==> config.mk <==
export PLATFORM = sky130hd
export DESIGN_NAME = mult_seq
export DESIGN_NICKNAME = d
export VERILOG_FILES = /design/src/rtl/mult_seq.sv
export SDC_FILE = /design/constraint.sdc
export NUM_CORES = 1
export LEC_CHECK = 0
export CAP_MARGIN = 40
export CORE_UTILIZATION = 43
export CTS_CLUSTER_SIZE = 10
export DETAILED_ROUTE_END_ITERATION = 7
export PLACE_DENSITY = 0.75
export SYNTH_ARGS = -nofsm -noshare
export SYNTH_HDL_FRONTEND = slang
export SYNTH_SLANG_ARGS = --single-unit
export TNS_END_PERCENT = 5
==> constraint.sdc <==
create_clock -name clock -period 5.8 [get_ports clock]
set_input_delay 1.16 -clock clock [delete_from_list [all_inputs] [get_ports clock]]
set_output_delay 1.16 -clock clock [all_outputs]
set_load 0.1 [all_outputs]
==> src/rtl/mult_seq.sv <==
// Sequential radix-4 Booth 32x32 signed multiplier: 16 RUN cycles per product.
// Optional upper product word on result_hi when MULT_SEQ_RESULT_HI_EN is defined.
module mult_seq (
  input  logic        clock,
  input  logic        reset,
  input  logic        start,
  input  logic [31:0] multiplicand,
  input  logic [31:0] multiplier,
  output logic [31:0] result,
  output logic        overflow,
  output logic        ready,
  output logic        busy
`ifdef MULT_SEQ_RESULT_HI_EN
  ,
  output logic [31:0] result_hi
`endif
);

  typedef enum logic [1:0] {
    IDLE,
    RUN,
    DONE
  } state_t;

  state_t      state;
  logic [3:0]  count;
  logic [31:0] mcand;
  logic [33:0] acc;
  logic [31:0] mplier;
  logic        q_m1;

  logic [33:0] a_ext;
  logic [33:0] pp;
  logic [33:0] sum;
  logic [66:0] shifted;
  logic [63:0] prod;

  always_comb begin
    a_ext = {{2{mcand[31]}}, mcand};
    pp = '0;
    case ({mplier[1:0], q_m1})
      3'b001,
      3'b010:  pp = a_ext;
      3'b011:  pp = a_ext << 1;
      3'b100:  pp = -(a_ext << 1);
      3'b101,
      3'b110:  pp = -a_ext;
      default: pp = '0;
    endcase
    sum = acc + pp;
    shifted = $signed({sum, mplier, q_m1}) >>> 2;
    // after the last shift the 64-bit product sits just above q_m1
    prod = shifted[64:1];
  end

  always_ff @(posedge clock) begin
    if (reset) begin
      state    <= IDLE;
      count    <= '0;
      result   <= '0;
      overflow <= 1'b0;
      ready    <= 1'b0;
      busy     <= 1'b0;
`ifdef MULT_SEQ_RESULT_HI_EN
      result_hi <= '0;
`endif
    end else begin
      ready <= 1'b0;
      unique case (state)
        IDLE,
        DONE: begin
          if (start) begin
            mcand  <= multiplicand;
            acc    <= '0;
            mplier <= multiplier;
            q_m1   <= 1'b0;
            count  <= '0;
            busy   <= 1'b1;
            state  <= RUN;
          end else begin
            state <= IDLE;
          end
        end
        RUN: begin
          acc    <= shifted[66:33];
          mplier <= shifted[32:1];
          q_m1   <= shifted[0];
          count  <= count + 4'd1;
          if (count == 4'd15) begin
            state    <= DONE;
            busy     <= 1'b0;
            ready    <= 1'b1;
            result   <= prod[31:0];
            overflow <= prod[63:32] != {32{prod[31]}};
`ifdef MULT_SEQ_RESULT_HI_EN
            result_hi <= prod[63:32];
`endif
          end
        end
        default: state <= IDLE;
      endcase
    end
  end

endmodule

After elaboration in Yosys (flattened, before gate mapping)
Cells that the tools add are included.
Word-level totals
  register bits after elaboration: 140
  bits of input ports: 67
  output and inout bits: 35
Operators by class
  add/sub/neg operators: 4
  eq/ne operators: 12
  multiplexer cells: 16
  bitwise operators: 2
  reduce and logical (&&, ||, !) cells: 11
Operators with widths (count)
  $pmux 34 s4: 1
  $neg 34->34: 2
  $pmux 34 s2: 1
  $pmux 32 s2: 1
  $add 34x34->34: 1
  $mux 34: 1
  $mux 32: 1
  $ne 32x32->1: 1
  $eq 3x3->1 const B: 3
  $reduce_and 3->1: 3
  $pmux 4 s2: 1
  $reduce_or 2->1: 4
  $eq 3x2->1 const B: 2
  $mux 1: 5
  $add 4x1->4 const B: 1
  $eq 4x4->1 const B: 1
  $mux 4: 1
  $ne 2x2->1 const B: 2
  $pmux 1 s2: 2
  $pmux 2 s2: 1
  $reduce_and 2->1: 2
  $eq 3x1->1 const B: 1
  $eq 2x1->1 const B: 1
  $eq 2x2->1 const B: 1
  other kinds (4): 5

Logic depth before layout (Yosys ltp)
Gate-level depths: netlist of the first run.
  depth in word-level cells: 5
  gate-level depth with buffers: 23
  mapped depth without buffers: 22

Least setup slack after synthesis of the first run
Ideal clock, no wire load.
  kind: reg-to-reg
  start: register mcand[2]
  end: register overflow
  setup time: 0.120 ns
  arrival: 5.072 ns
  required time: 5.680 ns
  slack: 0.608 ns
  stages on the path, launching flop included: 22
  cell sequence: edfxtp_1 nor3_4 nand3_4 or4_4 or3_4 or3_1 buf_6 nor3_1 xnor2_1 a221oi_1 a21oi_1 ha_1 clkbuf_1 nand2_1 nor4_1 a21o_1 a41oi_1 and2_1 o311ai_0 and4_1 mux2i_1 o31a_1
On the way
  cells in the longest elaborated chain, start to end: 4
  elaborated cells on any way between the ends: 5
  classes of those cells: 3 x add/sub; 1 x eq/ne; 1 x mux
Ends and longest elaborated chain
  start: declaration: line 27  | logic [31:0] mcand;
  start signal: assignment: line 73  | mcand <= multiplicand;
  $neg 34->34, on equally long branches: line 47, 45
  $pmux 34 s4 (*): line 41  | case ({mplier[1:0], q_m1})
  $add 34x34->34 (*): line 50  | sum = acc + pp;
  $ne 32x32->1 (*): line 94  | overflow <= prod[63:32] != {32{prod[31]}};
  end signal: assignment: line 94
  end: declaration: line 10  | output logic overflow,
Mark *: on every way between the ends. The rest lies on a longest branch, timed or not.
A chain may end at the register's enable or synchronous reset.

Worst setup path after layout of the first run
  start: register mcand[4]
  end: register overflow
Same word-level chain as after synthesis.

==> qor.csv, run 1 <==
metric,value,unit
top_reg_cell synth,edfxtp_1,
reg2reg start,mcand[4],
highest metal used,met4,
CP endpoint kind,flop,
Total Die Area,20900,um2
Hold WC Path Type,reg2reg,
"Critical Path, Cell by Cell",nor3_4 > nand3_4 > or4_4 > or3_4 > or3_4 > o31ai_4 > xnor2_1 > a22oi_1 > nor2_1 > a221o_1 > ha_1 > nand2_2 > nor2_1 > nand4_1 > a21oi_2 > nor3_1 > xor2_1 > or4_1 > nor4_2 > o221ai_1 > o31a_1,
Initial DRC Count,750,
drt first pass iters,5,
Syn Std Cell Area,8750,um2
drt via density,5.77,
Syn Area/Cell,8.58,um2
FF-to-FF End,overflow,
share of cells above drive strength 1,0.116,
Die X,145,um
final layout net count,1267,
"Hold Vio Cnt, Final",0,
Die H,145,um
Routed Antenna Nets,0,
DRC,0,
Worst Hold Depth,2,
Area Overhead vs Synth,31.1,%
Yosys reg bits,138,
Non-Filler Instances,1442,
"Clk Latency, worst-skew pair",440,ps
H-tree depth,4,
Setup WS pre-CTS,99.6,ps
"Worst Setup Slack, final",295,ps
syn nets,1123,
beginning of the worst hold path,result[6],
"EDFF count, synth",97,
Clock Path Buffers,2,
CP Buf/Inv Count,0,
Max stage delay on crit path,530,ps
ant diodes,0,
Worst-path clk slew,70,ps
fmax,182,MHz
"critical path fanouts, max",6,
top cell type's share of synthesized area,0.333,
WL final,25700,um
Pleak,4.37,nW
detailed route wirelength on metal3,2070,um
r2r setup slk,300,ps
Period minus WS final,5500,ps
"commonest non-fill, non-tap cell in the layout",nand2_1,
Cells after Synth,1020,
Core Footprint,19700,um2
Max IR drop VDD,0.000220,V
grt total ovfl,0,
met2 WL post-DR,11700,um
"CP delay by family, top",simple AND/OR/NAND/NOR gates,
Tot GR Track Use,0.252,
worst setup path class,reg2reg,
number of global-route vias before repair,7735,
Yosys Warn Count,0,
hold endpoint,result[6],
# port buffers,101,
initial antenna violation count,0,
Cell variety after synth,67,
largest net degree at the start of global routing,58,
CTS Root Cell,clkbuf_16,
status,finished clean,
Avg WL per Cell,17.8,um
CTS tree,done,
total CTS buffers,17,
critical path required time,6120,ps
Num Clock Sinks,138,
# setup viols final,0,
worst slew pin tran,697,ps
IO Count,102,
cells on worst reg2reg path,21,
max cap viols,0,
WP depth,21,
num rows,51,
Post-Place Cells,1397,
Post-synth ARST share,0,
vias,8314,
max-slew violation count,0,
Tcrit/Tclk final,0.949,
gpl congestion,0.961,
Initial Utilization,0.444,
Worst setup SP type,flop,
Pwr Density,275,nW/um2
leading area contributor after synthesis,edfxtp_1,
post-DP HPWL,18100,um
crit path max-delay cell type,or4_1,
Routed met1 length,10900,um
global-route wire length before repair,40400,um
"commonest cells after routing, fill and taps aside","nand2_1 (246), clkdlybuf4s50_1 (101), edfxtp_1 (97)",
"Seq/Total Area, Yosys",0.427,
Max-slew headroom,0.529,
clock skew,17.8,ps
worst path arrival time,5830,ps
largest cells by area after synthesis,"edfxtp_1 (33%), nand2_1 (11%), dfxtp_1 (9.4%)",
[tightest hold or removal path, stage by stage (launching register included)]
cell and delay [ps]:
dfxtp_1 310, nand2_1 50, a21oi_1 50
[registers in the layout (all words and copies together), names as in the netlist]
name and flops:
ready 1, overflow 1, mcand 32, state 2
mplier 32, acc 32, count 4, result 32
busy 1, q_m1 1
[stage by stage]
step,cell area (um2),power [mW],hold WS (ps),util,TNS [ps]
floorplan,8750,1.75,461,-,0
global placement,10100,1.99,441,0.511,0
detailed placement,10700,2.01,455,0.543,0
CTS,11300,3.14,467,0.574,0
global route,11500,3.29,481,0.582,-2.58
finish,11500,3.15,465,0.582,0
[report_power, final]
part	total [mW]	internal (mW)	switching, mW
registers	1.16	1.13	0.0390
clock network	1.13	0.591	0.544
logic	0.853	0.337	0.516
[synth_stat cells, types with 4 or more instances]
cell      number
clkbuf_8       5
nand4_1       11
and4_1         4
nand3_1       12
xnor2_1       45
o21ai_0       68
a21oi_1       84
nor4_1        13
nor3_1        16
a221oi_1       7
xor2_1        23
a31oi_1        9
mux2i_1        4
a211oi_1       6
o221ai_1       4
ha_1          35
nor2_1        87
edfxtp_1      97
dfxtp_1       41
a22oi_1       19
o21bai_1       6
nand2b_1       8
or4_1          4
clkbuf_1      46
inv_1         18
and2_1        14
or3_1          9
nand2_1      247
a21o_1        12
[layer usage]
layer / up-vias / global-route usage
li1: 3936 / -
met1: 3917 / 0.343
met2: 395 / 0.385
met3: 66 / 0.0451
met4: 0 / 0.123
met5: - / 0
[worst max path at each step]
stage | from | end | slack (ps)
finish | mcand[4] | overflow | 300
global route | mcand[4] | overflow | -3
CTS | mcand[12] | overflow | 40
detailed placement | mcand[12] | overflow | 100
global placement | mcand[12] | overflow | 340
floorplan | mcand[2] | overflow | 610
[area by class of cell]
cell class	instances	area (um2)
Fill cell	1636	8250
Multi-Input combinational cell	808	4740
Sequential cell	138	3730
Timing Repair Buffer	180	1980
Clock buffer	17	425
Tap cell	265	332
Clock inverter	15	191
Inverter	19	71.3
[timing repair]
item,CTS,global route
gates resized for setup,0,10
hold buffers,0,0
setup buffers,0,13
endpoints found under the setup margin,0,3
hold endpoints to repair,0,0
[kinds of logic (layout without fill, tap and decap cells)]
family / Yosys count / after routing / share of synthesized area
and+or+nand+nor: 451 / 451 / 0.234
AOI/OAI and AO/OA: 249 / 249 / 0.175
DFF: 138 / 138 / 0.427
buffers and inverters: 74 / 231 / 0.0392
xor gates and xnor gates: 68 / 68 / 0.0681
adders and majority gates: 36 / 36 / 0.0523
muxes: 4 / 4 / 0.00458
Power figures use the tool's default switching activity.
==> run 2: changes to the inputs <==
--- a/config.mk
+++ b/config.mk
@@ -7,8 +7,10 @@
 export LEC_CHECK = 0
 export CAP_MARGIN = 40
 export CORE_UTILIZATION = 43
+export CTS_CLUSTER_DIAMETER = 150
 export CTS_CLUSTER_SIZE = 10
 export DETAILED_ROUTE_END_ITERATION = 7
+export GPL_ROUTABILITY_DRIVEN = 0
 export PLACE_DENSITY = 0.75
 export SYNTH_ARGS = -nofsm -noshare
 export SYNTH_HDL_FRONTEND = slang
==> run 2 against run 1 <==
Compared with the run above:
- critical path depth is the same
- fmax shrank 1.8%
- power down 0.82%
- register-to-register slack lost 99 ps
- cell area fell by 0.67%
- non-clock buffer count decreased by 8
- routed wire length down 1.4%
- worst hold slack got worse by 10 ps
- via count shrank 1.9%
- clock skew decreased by 4.0 ps
- largest power group unchanged
- highest routed layer unchanged
==> qor.csv, run 2 (synthesis results as in run 1) <==
metric,value,unit
status,finished clean,
Post-Place Cells,1393,
Pwr Density,274,nW/um2
critical path required time,6120,ps
global-route wire length before repair,40100,um
Avg WL per Cell,17.6,um
Area Overhead vs Synth,30.2,%
ant diodes,0,
"commonest cells after routing, fill and taps aside","nand2_1 (247), clkdlybuf4s50_1 (101), edfxtp_1 (97)",
Worst-path clk slew,70,ps
Routed Antenna Nets,0,
"Critical Path, Cell by Cell",nor3_4 > nand3_4 > or4_4 > or3_4 > or3_4 > o31ai_4 > xnor2_1 > a22oi_1 > nor2_1 > a221o_1 > ha_1 > nand2_1 > nor2_1 > nand4_1 > a21oi_2 > nor3_1 > xor2_1 > or4_1 > nor4_1 > o221ai_1 > o31a_1,
post-DP HPWL,17600,um
Non-Filler Instances,1434,
Hold WC Path Type,reg2reg,
CP endpoint kind,flop,
# setup viols final,0,
Worst Hold Depth,2,
Max IR drop VDD,0.000198,V
final layout net count,1259,
max-slew violation count,0,
"Clk Latency, worst-skew pair",440,ps
Pleak,4.33,nW
Setup WS pre-CTS,127,ps
"commonest non-fill, non-tap cell in the layout",nand2_1,
share of cells above drive strength 1,0.108,
clock skew,13.7,ps
Num Clock Sinks,138,
Tot GR Track Use,0.251,
vias,8159,
Worst setup SP type,flop,
Period minus WS final,5600,ps
total CTS buffers,17,
Die H,145,um
IO Count,102,
largest net degree at the start of global routing,58,
DRC,0,
Max-slew headroom,0.505,
Clock Path Buffers,2,
# port buffers,101,
WL final,25300,um
drt first pass iters,6,
"Hold Vio Cnt, Final",0,
max cap viols,0,
Initial Utilization,0.444,
"critical path fanouts, max",7,
crit path max-delay cell type,or4_1,
worst setup path class,reg2reg,
Total Die Area,20900,um2
number of global-route vias before repair,7877,
num rows,51,
worst path arrival time,5920,ps
Core Footprint,19700,um2
CTS tree,done,
drt via density,5.69,
H-tree depth,4,
Initial DRC Count,799,
Max stage delay on crit path,520,ps
cells on worst reg2reg path,21,
final setup TNS,0,ps
Tcrit/Tclk final,0.966,
worst slew pin tran,740,ps
initial antenna violation count,0,
Hold Buf Count CTS,0,
Die X,145,um
grt total ovfl,0,
CTS Root Cell,clkbuf_16,
fmax,178,MHz
"Worst Setup Slack, final",196,ps
run 2: final cells by class:
class / count / area [um2]
clock inverters: 15 / 196
fillers: 1662 / 8330
flip-flops and latches: 138 / 3730
repair buffers: 172 / 1920
clock buffers: 17 / 425
well taps: 265 / 332
inverters: 19 / 71.3
multi-input cells: 808 / 4710
run 2: final timing paths:
kind	from	to	slack [ps]
min	result[29]	result[29]	450
max	mcand[6]	overflow	200
max reg2reg	mcand[6]	overflow	200
min reg2reg	result[29]	result[29]	450
run 2: per-stage QoR:
stage          area, um2  power [mW]  hold WS (ps)  utilization
6_report           11400        3.13           455        0.578
5_1_grt            11400        3.27           486        0.578
4_1_cts            11300        3.12           457        0.573
3_5_place_dp       10700        1.99           447        0.542
3_3_place_gp       10000        1.98           441        0.509
2_1_floorplan       8750        1.75           461            -
run 2: critical path, delay by kind of cell, from the launching register on:
kind	cells	cell delay, ps
AO/OA/AOI/OAI	6	1330
flip-flops	1	510
XOR/XNOR	2	280
AND/OR/NAND/NOR	12	3020
adder cells (fa/ha/maj)	1	340
run 2: routing by layer:
layer | global-route usage | part of all wire | up-vias
li1 | - | - | 3922
met1 | 0.327 | 0.43 | 3827
met2 | 0.405 | 0.47 | 365
met3 | 0.0494 | 0.073 | 45
met4 | 0.110 | 0.029 | 0
met5 | 0 | 0 | -
run 2: power by group:
part	switching, mW	internal (mW)
registers	0.0379	1.13
clock network	0.539	0.590
logic	0.505	0.328
run 2: what timing repair did:
action | in CTS | in global routing
setup endpoints to repair | 0 | 1
resized for setup | 0 | 6
buffers inserted | 0 | 9
endpoints found under the hold margin | 0 | 0
==> run 3: changes to the inputs <==
==> constraint.sdc (replaced) <==
create_clock -name clock -period 6.12 [get_ports clock]
set_input_delay 1.224 -clock clock [delete_from_list [all_inputs] [get_ports clock]]
set_output_delay 1.224 -clock clock [all_outputs]
set_load 0.1 [all_outputs]
==> run 3 against run 2 <==
Compared with the run above:
- flip-flop and latch count did not move
- via count increased by 0.38%
- worst hold slack got worse by 1.3 ps
- cell area shrank 1.7%
- count of clock-buffer cells in the layout did not move
- critical path depth is the same
- register-to-register slack improved by 170 ps
- die area stayed put
==> qor.csv, run 3 (synthesis results as in run 1) <==
metric,value,unit
Tcrit/Tclk final,0.940,
CTS tree,done,
fmax,174,MHz
Non-Filler Instances,1419,
Tot GR Track Use,0.240,
max cap viols,0,
CTS Root Cell,clkbuf_16,
"commonest non-fill, non-tap cell in the layout",nand2_1,
beginning of the worst hold path,result[10],
status,finished clean,
fillers,1663,
vias,8190,
# setup viols final,0,
Initial DRC Count,837,
IO Count,102,
Num Clock Sinks,138,
worst slew pin tran,786,ps
CP endpoint kind,flop,
Core Footprint,19700,um2
final layout net count,1244,
worst setup path class,reg2reg,
"commonest cells after routing, fill and taps aside","nand2_1 (247), clkdlybuf4s50_1 (101), edfxtp_1 (97)",
DRC,0,
reg2reg start,mcand[12],
Total Die Area,20900,um2
"Clk Latency, worst-skew pair",440,ps
"critical path fanouts, max",6,
Clock Path Buffers,2,
largest net degree at the start of global routing,58,
H-tree depth,4,
grt total ovfl,0,
Die H,145,um
Pleak,4.23,nW
WL final,24600,um
Max IR drop VDD,0.000217,V
max-slew violation count,0,
Hold Buf Count CTS,0,
Period minus WS final,5750,ps
Hold WC Path Type,reg2reg,
Worst-path clk slew,70,ps
Post-Place Cells,1387,
Pwr Density,258,nW/um2
RSZ-0062 raised after global routing,false,
Die X,145,um
global-route wire length before repair,38700,um
post-DP HPWL,17300,um
drt first pass iters,6,
Max-slew headroom,0.475,
# port buffers,101,
ant diodes,0,
final setup TNS,0,ps
Initial Utilization,0.444,
num rows,51,
total CTS buffers,17,
share of cells above drive strength 1,0.0927,
Area Overhead vs Synth,28.0,%
number of global-route vias before repair,7637,
critical path required time,6450,ps
worst path arrival time,6080,ps
Routed Antenna Nets,0,
drt via density,5.77,
clock skew,10.8,ps
Worst setup SP type,flop,
initial antenna violation count,0,
Worst Setup SP,mcand[12],
Avg WL per Cell,17.3,um
"Hold Vio Cnt, Final",0,
[run 3: changes by cell type in the layout (fill, tap and decap cells not counted), sizes merged]
cell / previous run / this run
buf: 71 / 56
inv: 25 / 28
clkinv: 9 / 4
clkinvlp: 0 / 2
[run 3: final cells by class]
type / instances / area, um2 / share of cell area
Clock buffer: 17 / 425 / 0.0380
Timing Repair Buffer: 157 / 1790 / 0.160
Clock inverter: 15 / 150 / 0.0134
Inverter: 19 / 71.3 / 0.00637
Multi-Input combinational cell: 808 / 4690 / 0.419
Sequential cell: 138 / 3730 / 0.333
Tap cell: 265 / 332 / 0.0296
[run 3: power by group]
group	leakage [nW]	switching [mW]	internal (mW)	total, mW
clock	0.281	0.472	0.544	1.02
sequential	1.25	0.0372	1.07	1.10
combinational	2.69	0.471	0.304	0.775
total	4.23	0.980	1.91	2.90
[run 3: routing by layer]
layer | share of wire | global-route usage
met5 | 0 | 0
met4 | 0.034 | 0.103
met3 | 0.077 | 0.0467
met2 | 0.47 | 0.380
met1 | 0.42 | 0.320
[run 3: worst paths after layout]
| check | end | slack (ps) | cells after the start |
|---|---|---|---|
| worst max-delay path | overflow | 370 | 21 |
| worst max register to register | overflow | 370 | 21 |
| worst min register to register | result[10] | 450 | 2 |
| worst min-delay path | result[10] | 450 | 2 |
[run 3: timing repair]
item,CTS,global route
endpoints found under the setup margin,0,1
endpoints found under the hold margin,0,0
buffers inserted,0,0
resized for setup,0,1
[run 3: stage by stage]
step	worst slack, ps	hold slack, ps	area (um2)	util	power (mW)
6_report	366	454	11200	0.568	2.90
3_5_place_dp	450	449	10600	0.539	1.88
4_1_cts	396	456	11200	0.568	2.90
3_3_place_gp	596	441	9990	0.507	1.87
2_1_floorplan	928	461	8750	-	1.66
5_1_grt	3.15	476	11200	0.568	3.03
[run 3: critical path, cell delays in order, from the launching register on]
cell      delay [ps]
edfxtp_1         460
nor4_1           380
nand2_1          220
or4_4            540
or3_4            360
or3_1            450
o31ai_4          220
xnor2_1          110
a22oi_1          200
nor2_1            50
a221o_1          270
ha_1             340
nand2_1          130
nor2_1           170
nand4_1          130
a21oi_2          190
nor3_1            80
xor2_1           170
or4_1            510
nor4_1           250
o221ai_1         170
o31a_1           270
